### src/rtl/nibble_add_sched.sv
// Round-robin scheduler that time-shares one external 4-bit adder between NREQ
// requesters, running each W-bit add one nibble per cycle, LSB nibble first.
module nibble_add_sched #(
  parameter  int NREQ = 2,
  parameter  int NIB  = 4,
  localparam int W    = 4 * NIB,
  localparam int IDW  = $clog2(NREQ)
) (
  input  logic              clk,
  input  logic              rst_n,
  input  logic [NREQ-1:0]   req,
  input  logic [NREQ*W-1:0] a_in,
  input  logic [NREQ*W-1:0] b_in,
  input  logic [NREQ-1:0]   cin,
  output logic [NREQ-1:0]   gnt,
  output logic              busy,
  output logic              done,
  output logic [IDW-1:0]    done_id,
  output logic [W-1:0]      sum,
  output logic              cout,
  output logic [3:0]        add_a,
  output logic [3:0]        add_b,
  output logic              add_ci,
  input  logic [3:0]        add_s,
  input  logic              add_co
);

  localparam int CW = $clog2(NIB + 1);

  typedef enum logic [1:0] {IDLE, RUN, DONE} state_t;

  state_t              state;
  logic [IDW-1:0]      rr;
  logic [IDW-1:0]      win;
  logic [IDW-1:0]      id_lat;
  logic                found;
  logic [2*NREQ-1:0]   req_rot;
  logic [W-1:0]        a_sel, b_sel;
  logic                cin_sel;
  logic [W-1:0]        a_lat, b_lat;
  logic                cin_lat;
  logic                carry;
  logic [CW-1:0]       cnt;
  logic [W-1:0]        sum_int;
  logic [W-1:0]        sum_nxt;

  // Arbitration: rotate the request vector so the rr pointer sits at bit 0,
  // then take the first set bit.
  always_comb begin
    // NOTE: every signal gets a default before any conditional assignment,
    // otherwise the tool infers a latch to hold the unassigned case.
    found   = 1'b0;
    win     = '0;
    a_sel   = '0;
    b_sel   = '0;
    cin_sel = 1'b0;
    req_rot = {req, req} >> rr;
    for (int j = 0; j < NREQ; j++) begin
      if (!found && req_rot[j]) begin
        found = 1'b1;
        win   = IDW'((int'(rr) + j) % NREQ);
      end
    end
    for (int i = 0; i < NREQ; i++) begin
      if (win == IDW'(i)) begin
        a_sel   = a_in[i*W +: W];
        b_sel   = b_in[i*W +: W];
        cin_sel = cin[i];
      end
    end
  end

  always_comb begin
    gnt = '0;
    if (rst_n && state == IDLE && found) gnt[win] = 1'b1;
  end

  assign busy = (state != IDLE);

  // Shared adder drive and the partial sum with this cycle's nibble merged in.
  always_comb begin
    add_a   = '0;
    add_b   = '0;
    add_ci  = 1'b0;
    sum_nxt = sum_int;
    if (state == RUN) begin
      add_ci = (cnt == '0) ? cin_lat : carry;
      for (int j = 0; j < NIB; j++) begin
        if (cnt == CW'(j)) begin
          add_a            = a_lat[4*j +: 4];
          add_b            = b_lat[4*j +: 4];
          sum_nxt[4*j +: 4] = add_s;
        end
      end
    end
  end

  // NOTE: state registers use non-blocking assignments so every flop samples
  // pre-edge values, independent of statement order.
  always_ff @(posedge clk) begin
    if (!rst_n) begin
      state   <= IDLE;
      rr      <= '0;
      id_lat  <= '0;
      a_lat   <= '0;
      b_lat   <= '0;
      cin_lat <= 1'b0;
      carry   <= 1'b0;
      cnt     <= '0;
      sum_int <= '0;
      done    <= 1'b0;
      done_id <= '0;
      sum     <= '0;
      cout    <= 1'b0;
    end else begin
      done <= 1'b0;
      unique case (state)
        IDLE: begin
          if (found) begin
            a_lat   <= a_sel;
            b_lat   <= b_sel;
            cin_lat <= cin_sel;
            id_lat  <= win;
            cnt     <= '0;
            rr      <= (win == IDW'(NREQ - 1)) ? '0 : win + 1'b1;
            state   <= RUN;
          end
        end
        RUN: begin
          sum_int <= sum_nxt;
          carry   <= add_co;
          cnt     <= cnt + 1'b1;
          if (cnt == CW'(NIB - 1)) begin
            state   <= DONE;
            done    <= 1'b1;
            sum     <= sum_nxt;
            cout    <= add_co;
            done_id <= id_lat;
          end
        end
        DONE: state <= IDLE;
        default: state <= IDLE;
      endcase
    end
  end

endmodule
### config.mk
export PLATFORM = sky130hd
export DESIGN_NAME = nibble_add_sched
export DESIGN_NICKNAME = d
export VERILOG_FILES = /design/src/rtl/nibble_add_sched.sv
export SDC_FILE = /design/constraint.sdc
export NUM_CORES = 1
export LEC_CHECK = 0
export CORE_ASPECT_RATIO = 0.8
export CORE_MARGIN = 2
export CORE_UTILIZATION = 55
export DETAILED_ROUTE_END_ITERATION = 8
export DONT_BUFFER_PORTS = 1
export PLACE_DENSITY = 0.7
export SLEW_MARGIN = 20
export SYNTH_ARGS = -nofsm -noshare
export SYNTH_HDL_FRONTEND = slang
export SYNTH_SLANG_ARGS = --single-unit
### constraint.sdc
create_clock -name clk -period 3.3 [get_ports clk]
set_input_delay 0.66 -clock clk [delete_from_list [all_inputs] [get_ports clk]]
set_output_delay 0.66 -clock clk [all_outputs]
set_load 0.005 [all_outputs]
* After elaboration in Yosys (flattened, before gate mapping)
Index checks and enable logic that the tools add are counted.
Widths: inputs -> output; s select.
** Operators by class
- Add/sub/neg operators :: 3
- Order comparisons :: 2
- Equality and inequality tests :: 6
- Shift-type cells :: 1
- Muxes and demuxes :: 33
- Reduce and logical (&&, ||, !) cells :: 14
** Operator list (count)
- $mux 4 :: 14
- $mux 16 :: 2
- $mux 1 :: 10
- $reduce_and 2->1 :: 5
- $eq 3x2->1 const B :: 2
- $mux 2 :: 3
- $pmux 3 s2 :: 1
- $logic_and 1x1->1 :: 4
- $pmux 2 s2 :: 1
- $reduce_bool 2->1 :: 2
- $shr 4x1->2 :: 1
- $add 3x1->3 const B :: 1
- $eq 3x1->1 const B :: 1
- $logic_not 3->1 :: 1
- $mux 3 :: 1
- $add 1x1->1 const B :: 2
- $eq 2x1->1 const B :: 1
- $logic_not 2->1 :: 1
- $lt 1x2->1 const B :: 1
- $ne 2x1->1 const B :: 1
- $ne 2x2->1 const B :: 1
- $demux 1 s1 :: 1
- $ge 1x1->1 const B :: 1
- $logic_not 1->1 :: 1
** Storage, ports and cells
- Register bits :: 76
- Input bits :: 75
- Output and inout bits :: 31
- Logic and storage cells :: 72

* Logic depth before layout (Yosys ltp)
- Depth after elaboration :: 10
- Depth in mapped cells :: 7
- Mapped depth without buffers :: 5

* Least setup slack after synthesis
OpenSTA, ideal clock, no wires.
- Kind :: input port to output port
- Start :: input rst_n
- End :: output gnt[0]
- Arrival :: 1685 ps
- Data required time :: 2640 ps
- Slack :: 955 ps
- Stages :: 4
- Buffers on the path :: 2
- Cell sequence :: or3b_1 buf_6 a211oi_4 buf_6
** On the way
- Word-level cells in the longest chain between the ends :: 3
** RTL lines
- start: declaration :: RTL line 10 : input logic rst_n,
- $logic_and 1x1->1 (2 in a row) :: RTL line 75 : if (rst_n && state == IDLE && found) gnt[win] = 1'b1;
- $mux 2 :: RTL line 75
- end: declaration :: RTL line 15 : output logic [NREQ-1:0] gnt,
No other way between the ends.

* Worst setup path after layout
- Start :: register cnt[1]
- End :: output add_a[3]
** On the way
- Word-level cells in the longest chain between the ends :: 6
- Elaborated cells between the ends (all ways) :: 9
- Those cells by class :: eq/ne: 3; mux: 5; reduce/logical: 1
** RTL lines
- start: declaration :: RTL line 43 : logic [CW-1:0] cnt;
- start signal: assignment :: RTL line 132 : cnt <= cnt + 1'b1;
- $logic_not 3->1 :: RTL line 89 : if (cnt == CW'(j)) begin
- $mux 4 (3 in a row) :: RTL line 89
- $mux 4 (*) :: RTL line 89
- $mux 4 (*) :: RTL line 86 : if (state == RUN) begin
- end: declaration :: RTL line 21 : output logic [3:0] add_a,
Mark *: on every way between the ends. The rest lies on a longest branch, timed or not.

==> metrics <==
Worst Setup Slack, final=between 0.4 and 0.5 ns; Post-synth EDFFs=0; top-count cell post-synth=dfxtp_1; Seq/Total Area, Yosys=43.64%; ranking of synthesized cells by area=dfxtp_1 44%, a221o_1 12%, mux2i_1 7.9%; Post-Synthesis Cell Area=about 3300 µm²; total power=about 2.0 mW; Net Switching=between 0.4 and 0.5 mW; Main synth FF type=dfxtp_1; Final Util=roughly three fifths; Crit Path Class=reg -> out; Yosys top cell area share=43.64%; cell accounting for the most synthesized area=dfxtp_1; Clock Sink Count=about 70; H-tree Lvls=3; Slew headroom=52.94%; DR pass1 iterations=5; Max Fclk=0.3490 GHz; Yosys cell types=29; initial antenna violation count=0; clock root buffer=clkbuf_8; area post-placement=~3300 µm²; # nets final=420; crit path max fanout=11; Setup Skew=0.01180 ns; CP max-delay cell=nor2b_1; Core Rows=25; Reg area=around 1400 µm²; Logic pwr share=between 10% and 20%; Setup Viol. Count Final=0; outcome=completed; Max VDD drop=about 0.28 mV; Cell Int Power=between 1.5 and 2 mW; non-filler cells, final=about 430; most frequent cells after synthesis=72 x dfxtp_1, 64 x nand2_1, 41 x a221o_1; Worst setup EP type=primary output; final weighted congestion in routability-driven placement=approximately 0.78; first-pass GRT wire length=12,780 µm; postcts setup bufs=0; dpl hpwl=5561 µm; via-per-instance ratio=6.146; final number of hold-violating endpoints=0; PwrDens=~570 nW/µm²; asr flop ratio synth=0%; crit-path cells=inv_1, ha_1, nor2b_1, a221o_1, a32o_1; CTS Buffer Depth=2; die height=73.32 µm; total number of vias=approximately 2.6k; Max Transition Viols Final=0; CTS tree=yes; total track usage=24.91%; area delta synth->final=6.591%; post-CTS sizing=0; mean area per synthesized cell=roughly 9.1 µm²; Max stage delay on crit path=around 0.6 ns; die area=roughly 6600 µm²; Min Hold Slack=approximately 0.45 ns; share of power burned in registers=roughly 47%; critical path's top delay family=simple AND/OR/NAND/NOR gates; largest net degree at the start of global routing=44; final wirelength=8087 µm; Sw Ratio=a little under a quarter; Final Critical Period=between 2 and 3 ns; CP arrival=between 2 and 2.5 ns; DRT antenna net count=0; Filler cells=approximately 540; syn_nets=roughly 440; YS warnings=0; diodes inserted=0; Yosys reg bits=72; Residual DRC=0; # port buffers=0; Clk pwr share=42.3%; Max-Cap Viols=0; Remaining Overflow, GRT=0; Hold/Removal Path Class=in -> reg; DIE WIDTH=between 90 and 100 µm; RSZ-0062 raised after global routing=false; post-synthesis instance total=362; mean routed wirelength per cell=around 19 µm; layout cells sized above 1=between 6 and 7%; cell area after layout=approximately 3500 µm²; final setup TNS=0 ns; initial drt markers=190; crit share post-route=86.84%; vias in the first global route=2,502; Req. time, crit path=~2.6 ns; worst-margin pin slew=a little over 0.7 ns; critical path startpoint category=register; placed cells=410; Pleak=1.437 nW; # IOs=about 110; CTS Hold Bufs=0; core area=between 5000 and 6000 µm²; Multi-input gate area=~1700 µm²; clock slew at reported path FFs=about 0.080 ns; CTS Buf Count=9; Initial Util=a little under three fifths; insertion delay of the later-clocked pin in the worst-skew pair=between 0.3 and 0.4 ns; WP buf/inv=1; pre-CTS WS=around 0.84 ns
[cell usage in the layout (no fill, tap or decap), types with 8 or more instances in the layout]
master / n
a32o_1: 8
dfxtp_1: 72
clkbuf_8: 10
nand2b_1: 12
mux2i_1: 26
a21oi_1: 12
o21ai_0: 12
nor3_1: 33
nand2_1: 64
a221o_1: 41
[state kept, by name, summed over array words and instances (netlist names)]
signal	flops
a_lat	16
b_lat	16
carry	1
cin_lat	1
cnt	3
cout	1
done	1
done_id	1
id_lat	1
rr	1
state	2
sum	16
sum_int	12
[power groups by stage]
stage                     Sequential [mW]  Clock [mW]  Combinational (mW)
after floorplan                     0.960           0               0.194
after global placement              0.973           0               0.207
after detailed placement            0.973           0               0.212
after CTS                           0.954       0.872               0.212
after global routing                0.959       0.912               0.232
final                               0.955       0.857               0.213
[cells by family after synthesis]
group	share of synthesized area (%)
AO/OA/AOI/OAI	22.84
AND/OR/NAND/NOR	17.95
multiplexers	7.879
flip-flops	43.64
buffers and inverters	5.795
adder cells (fa/ha/maj)	1.894
[layout make-up]
type	count	area share, %
multi-input combinational	248	47.51
tap	81	2.878
clock inverter	6	3.269
timing repair buffer	5	1.066
sequential	72	40.94
clock buffer	10	3.909
inverter	4	0.4264
[metal layers]
| layer | wire [µm] | global-route usage (%) |
|---|---|---|
| met1 | 3780 | 34.05 |
| met2 | 3533 | 36.98 |
| met3 | 720 | 9.333 |
| met4 | 52 | 7.521 |
| met5 | 0 | 0 |
[path summary, 6_finish.rpt]
kind | from | to | slack [ns] | cells past startpoint
max | cnt[1]$_SDFFE_PN0P_ | add_a[3] | 0.43 | 5
min | a_in[10] | a_lat[10]$_SDFFE_PN0P_ | 0.45 | 1
max reg2reg | cnt[0]$_SDFFE_PN0P_ | done_id$_SDFFE_PN0P_ | 1.29 | 6
min reg2reg | id_lat$_SDFFE_PN0P_ | id_lat$_SDFFE_PN0P_ | 0.46 | 1
Note: power is estimated with default switching activity, not from simulation.
==> RTL change 1 (same flow settings) <==
The 3 states of `state_t` get a one-hot encoding in 3 bits.
--- a/src/rtl/nibble_add_sched.sv
+++ b/src/rtl/nibble_add_sched.sv
@@ -27,7 +27,7 @@
 
   localparam int CW = $clog2(NIB + 1);
 
-  typedef enum logic [1:0] {IDLE, RUN, DONE} state_t;
+  typedef enum logic [2:0] {IDLE = 3'b001, RUN = 3'b010, DONE = 3'b100} state_t;
 
   state_t              state;
   logic [IDW-1:0]      rr;
Function: no difference found for any inputs over 10 cycles, from zero or initial values and one cycle with rst_n low; not proved beyond that.
==> RTL change 1 against the unedited design <==
- worst setup slack improved by 0.15 ns
- sequential cell count up 1
- routed wire length shrank 6.0%
- power is 9.5% lower
- via count up 0.27%
- area after synthesis increased by 0.15%
- design area shrank 0.21%
- largest cell class unchanged
==> RTL change 1: results (changes against the unedited design) <==
stage	metric	value	unit	change
yosys	Post-synth top cells	73 x dfxtp_1, 44 x nand2_1, 33 x a32oi_1, 33 x o2bb2ai_1, 25 x mux2i_1		was 72 x dfxtp_1, 64 x nand2_1, 41 x a221o_1
status	outcome	completed		unchanged
grt	GR Util All Layers	0.224		was 0.249
cells_and_area	Layout Nets	414		was 420
route	DR iter-0 viols	127		was 190
yosys	sequential area share after synthesis	0.442		was 0.436
clock_network	PostCTS Resize Cnt	0		unchanged
grt	pin count of the biggest net entering global routing	39		was 44
yosys	Distinct cells, synth	39		was 29
yosys	share of the synthesized area in the top cell type	0.442		was 0.436
route	Total Routed Length	7.60	mm	was 8.09 mm
route	Via Count	2625		was 2618
yosys	Synth area leaders	dfxtp_1 44%, a32oi_1 8.7%, o2bb2ai_1 8.7%		was dfxtp_1 44%, a221o_1 12%, mux2i_1 7.9%
grt	vias in the first global route	2330		was 2502
pwr	Psw	0.472	mW	was 0.483 mW
grt	first-pass GRT wire length	11.9	mm	was 12.8 mm
cells_and_area	total of fill cells in the finished design	513		was 537
pwr	Pleak	1.24	nW	was 1.44 nW
timing	Post-Route Skew	0.00767	ns	was 0.0118 ns
cells_and_area	share of cells above drive strength 1	0.0944		was 0.0667
setup_path	CP Data Arrival Time	2.05	ns	was 2.21 ns
pwr	VDD IR max	0.260	mV	was 0.278 mV
placement	gpl congestion	0.810		was 0.783
clock_network	clock root buffer	clkbuf_8		unchanged
route	First-pass DRT Iterations	4		was 5
placement	dpl hpwl	5.33	mm	was 5.56 mm
yosys	synthesized net count	431		was 442
timing	Relative slew margins	0.583		was 0.529
[RTL change 1: routing by layer]
metal / share of wire / vias up / track usage
met5: 0 / - / 0
met4: 0.0059 / 0 / 0.0564
met3: 0.070 / 6 / 0.0779
met2: 0.42 / 81 / 0.333
met1: 0.50 / 1232 / 0.313
li1: - / 1306 / -
[RTL change 1: power groups by stage]
stage | registers, mW | logic (mW) | clock network, mW
floorplan | 0.975 | 0.167 | 0
global placement | 0.988 | 0.187 | 0
detailed placement | 0.987 | 0.190 | 0
CTS | 0.968 | 0.190 | 0.688
global route | 0.975 | 0.211 | 0.728
finish | 0.968 | 0.190 | 0.673
[RTL change 1: through the flow]
stage                     power, mW  instance area, µm²  worst slack (ns)   util  std cells
final                          1.83                3510             0.589  0.601        420
after floorplan                1.14                3310             0.928      -        351
after global placement         1.18                3320              1.01  0.567        404
after detailed placement       1.18                3320             0.945  0.567        404
after CTS                      1.85                3510             0.567  0.601        420
after global routing           1.91                3510             0.347  0.601        420
[RTL change 1: path summary, 6_finish.rpt]
path / startpoint / endpoint / slack (ns) / cells after the start
worst max-delay path: cnt[0] / add_b[0] / 0.59 / 5
worst max register to register: cnt[0] / sum[11] / 1.08 / 5
worst min-delay path: rst_n / state[0] / 0.42 / 1
worst min register to register: id_lat / done_id / 0.46 / 2
[RTL change 1: worst max-delay path: stages, from the launching register on]
cell and delay, ns:
dfxtp_1 0.41, ha_1 0.18, ha_1 0.55, a21oi_1 0.17
buf_4 0.21, a31oi_1 0.19
[RTL change 1: kinds of logic after synthesis]
family                   share of synthesized area
buffers and inverters                       0.0492
AND/OR/NAND/NOR                              0.130
adder cells (fa/ha/maj)                     0.0189
flip-flops                                   0.442
multiplexers                                0.0756
AO/OA/AOI/OAI                                0.285
[RTL change 1: final cells by class]
type / count / area share
well taps: 81 / 0.0288
flip-flops and latches: 73 / 0.416
clock inverters: 7 / 0.0203
inverters: 5 / 0.00534
multi-input cells: 238 / 0.479
clock buffers: 9 / 0.0353
repair buffers: 7 / 0.0150
==> RTL change 2 (same settings) <==
Made on the original files. Change the parameter `NIB` from 4 to 2.
--- a/src/rtl/nibble_add_sched.sv
+++ b/src/rtl/nibble_add_sched.sv
@@ -2,7 +2,7 @@
 // requesters, running each W-bit add one nibble per cycle, LSB nibble first.
 module nibble_add_sched #(
   parameter  int NREQ = 2,
-  parameter  int NIB  = 4,
+  parameter  int NIB  = 2,
   localparam int W    = 4 * NIB,
   localparam int IDW  = $clog2(NREQ)
 ) (
Interface: changed (resized a_in, b_in and sum); port bits go from 106 to 66. The function was not compared with the original's and may differ.
==> RTL change 2 against the unedited design <==
- hold slack improved by 0.0059 ns
- sequential cell count down 33
- power shrank 50%
- clock power fell by 67%
- worst setup slack gained 0.43 ns
- area after synthesis is 41% lower
- design area decreased by 43%
- register-to-register slack better by 0.36 ns
- non-clock buffer count down 3
- die area shrank 39%
- routed wire length decreased by 47%
- sequential power fell by 44%
==> RTL change 2: results (changes against the unedited design) <==
stage	metric	value	unit	change
status	outcome	completed		unchanged
grt	first-pass GRT wire length	7.15	mm	was 12.8 mm
yosys	Post-synth top cells	39 x dfxtp_1, 17 x and3_1, 17 x o21bai_1, 17 x o311a_1, 14 x nor2_1		was 72 x dfxtp_1, 64 x nand2_1, 41 x a221o_1
cells_and_area	utilization after layout	0.584		was 0.602
pwr	VDD IR max	0.275	mV	was 0.278 mV
grt	pin count of the biggest net entering global routing	40		was 44
route	vias per cell	6.30		was 6.15
yosys	Synth area leaders	dfxtp_1 40%, o311a_1 8.7%, o21bai_1 6.5%		was dfxtp_1 44%, a221o_1 12%, mux2i_1 7.9%
clock_network	H-tree levels	2		was 3
yosys	ys flop type	dfxtp_1		unchanged
placement	dpl hpwl	2.94	mm	was 5.56 mm
yosys	share of the synthesized area in the top cell type	0.398		was 0.436
yosys	Distinct cells, synth	33		was 29
setup_path	max incr delay on CP	0.34	ns	was 0.60 ns
setup_path	Worst Path Max Fanout	17		was 11
placement	gpl congestion	0.723		was 0.783
clock_network	Num CTS Buffers	5		was 9
cells_and_area	Layout Nets	245		was 420
placement	area post-placement	1930	µm²	was 3270 µm²
cells_and_area	total of fill cells in the finished design	306		was 537
setup_path	R2R Path End	sum[2]		was done_id
worst_hold_path	Worst Hold Class	register to register		was primary input to register
cells_and_area	share of cells above drive strength 1	0.0606		was 0.0667
yosys	synthesized net count	257		was 442
placement	placed insts	234		was 410
yosys	Post-Syn Instances	211		was 362
yosys	Synth Cell Area	1960	µm²	was 3300 µm²
setup_path	critical path's top delay family	buffers and inverters		was simple AND/OR/NAND/NOR gates
setup_path	CP Data Arrival Time	1.77	ns	was 2.21 ns
route	First-pass DRT Iterations	4		was 5
cells_and_area	Largest regs	a_lat: 8 flops, b_lat: 8 flops, sum: 8 flops		was a_lat: 16 flops, b_lat: 16 flops, sum: 16 flops
setup_path	Worst Reg-to-Reg Cells	6		unchanged
pwr	Pleak	0.856	nW	was 1.44 nW
grt	GR Util All Layers	0.221		was 0.249
setup_path	CP max-delay cell	and3b_1		was nor2b_1
timing	Relative slew margins	0.486		was 0.529
timing	Post-Route Skew	0.00531	ns	was 0.0118 ns
setup_path	R2R setup slack	1.65	ns	was 1.29 ns
route	DR iter-0 viols	111		was 190
grt	vias in the first global route	1511		was 2502
clock_network	Worst-Skew Late Latency	0.29	ns	was 0.34 ns
==> RTL change 2: cell count changes after synthesis, sizes merged, moves of 11 or more <==
cell,before,now
clkbuf,31,9
o21bai,0,17
dfxtp,72,39
nand2,64,12
a221o,41,0
nor2,4,15
mux2i,26,10
nor3,33,0
and3,0,17
o311a,0,17
==> RTL change 2: worst min path at each step <==
| stage | from | endpoint | slack, ns | cells after the start |
|---|---|---|---|---|
| after global placement | id_lat | done_id | 0.45 | 2 |
| after floorplan | id_lat | done_id | 0.43 | 2 |
| after global routing | rst_n | state[0] | 0.48 | 1 |
| final | id_lat | done_id | 0.46 | 2 |
| after CTS | id_lat | done_id | 0.46 | 2 |
| after detailed placement | id_lat | done_id | 0.45 | 2 |
==> RTL change 2: power by group <==
group / switching, mW / leakage [nW] / internal (mW)
logic: 0.106 / 0.498 / 0.0889
registers: 0.0238 / 0.321 / 0.512
clock network: 0.145 / 0.0371 / 0.141
==> RTL change 2: tightest hold or removal path, stage by stage, from the launching register on <==
cell and delay (ns):
dfxtp_1 0.31, nand2_1 0.05, a21oi_1 0.05
==> RTL change 2: final cells by class <==
class,count,share of cell area
Timing Repair Buffer,2,0.00751
Inverter,4,0.00751
Multi-Input combinational cell,147,0.532
Sequential cell,39,0.391
Tap cell,42,0.0263
Clock buffer,6,0.0363
==> RTL change 2: kinds of logic after synthesis <==
kind of cell    count (synthesis)  share of synthesized area
flops                          39                      0.398
buf+inv                        25                     0.0600
fa+ha+maj                       3                     0.0191
simple gates                   54                      0.152
compound gates                 80                      0.320
mux                            10                     0.0511
==> RTL change 2: through the flow <==
step | hold slack [ns] | setup slack [ns]
CTS | 0.463 | 0.861
finish | 0.460 | 0.867
global route | 0.480 | 0.765
floorplan | 0.428 | 1.28
detailed placement | 0.455 | 1.06
global placement | 0.447 | 1.08
==> RTL change 2: metal layers <==
metal | global-route usage | share of wire | vias to the layer above
li1 | - | - | 758
met1 | 0.290 | 0.48 | 697
met2 | 0.338 | 0.43 | 52
met3 | 0.0919 | 0.088 | 4
met4 | 0.0620 | 0.0058 | 0
met5 | 0 | 0 | -
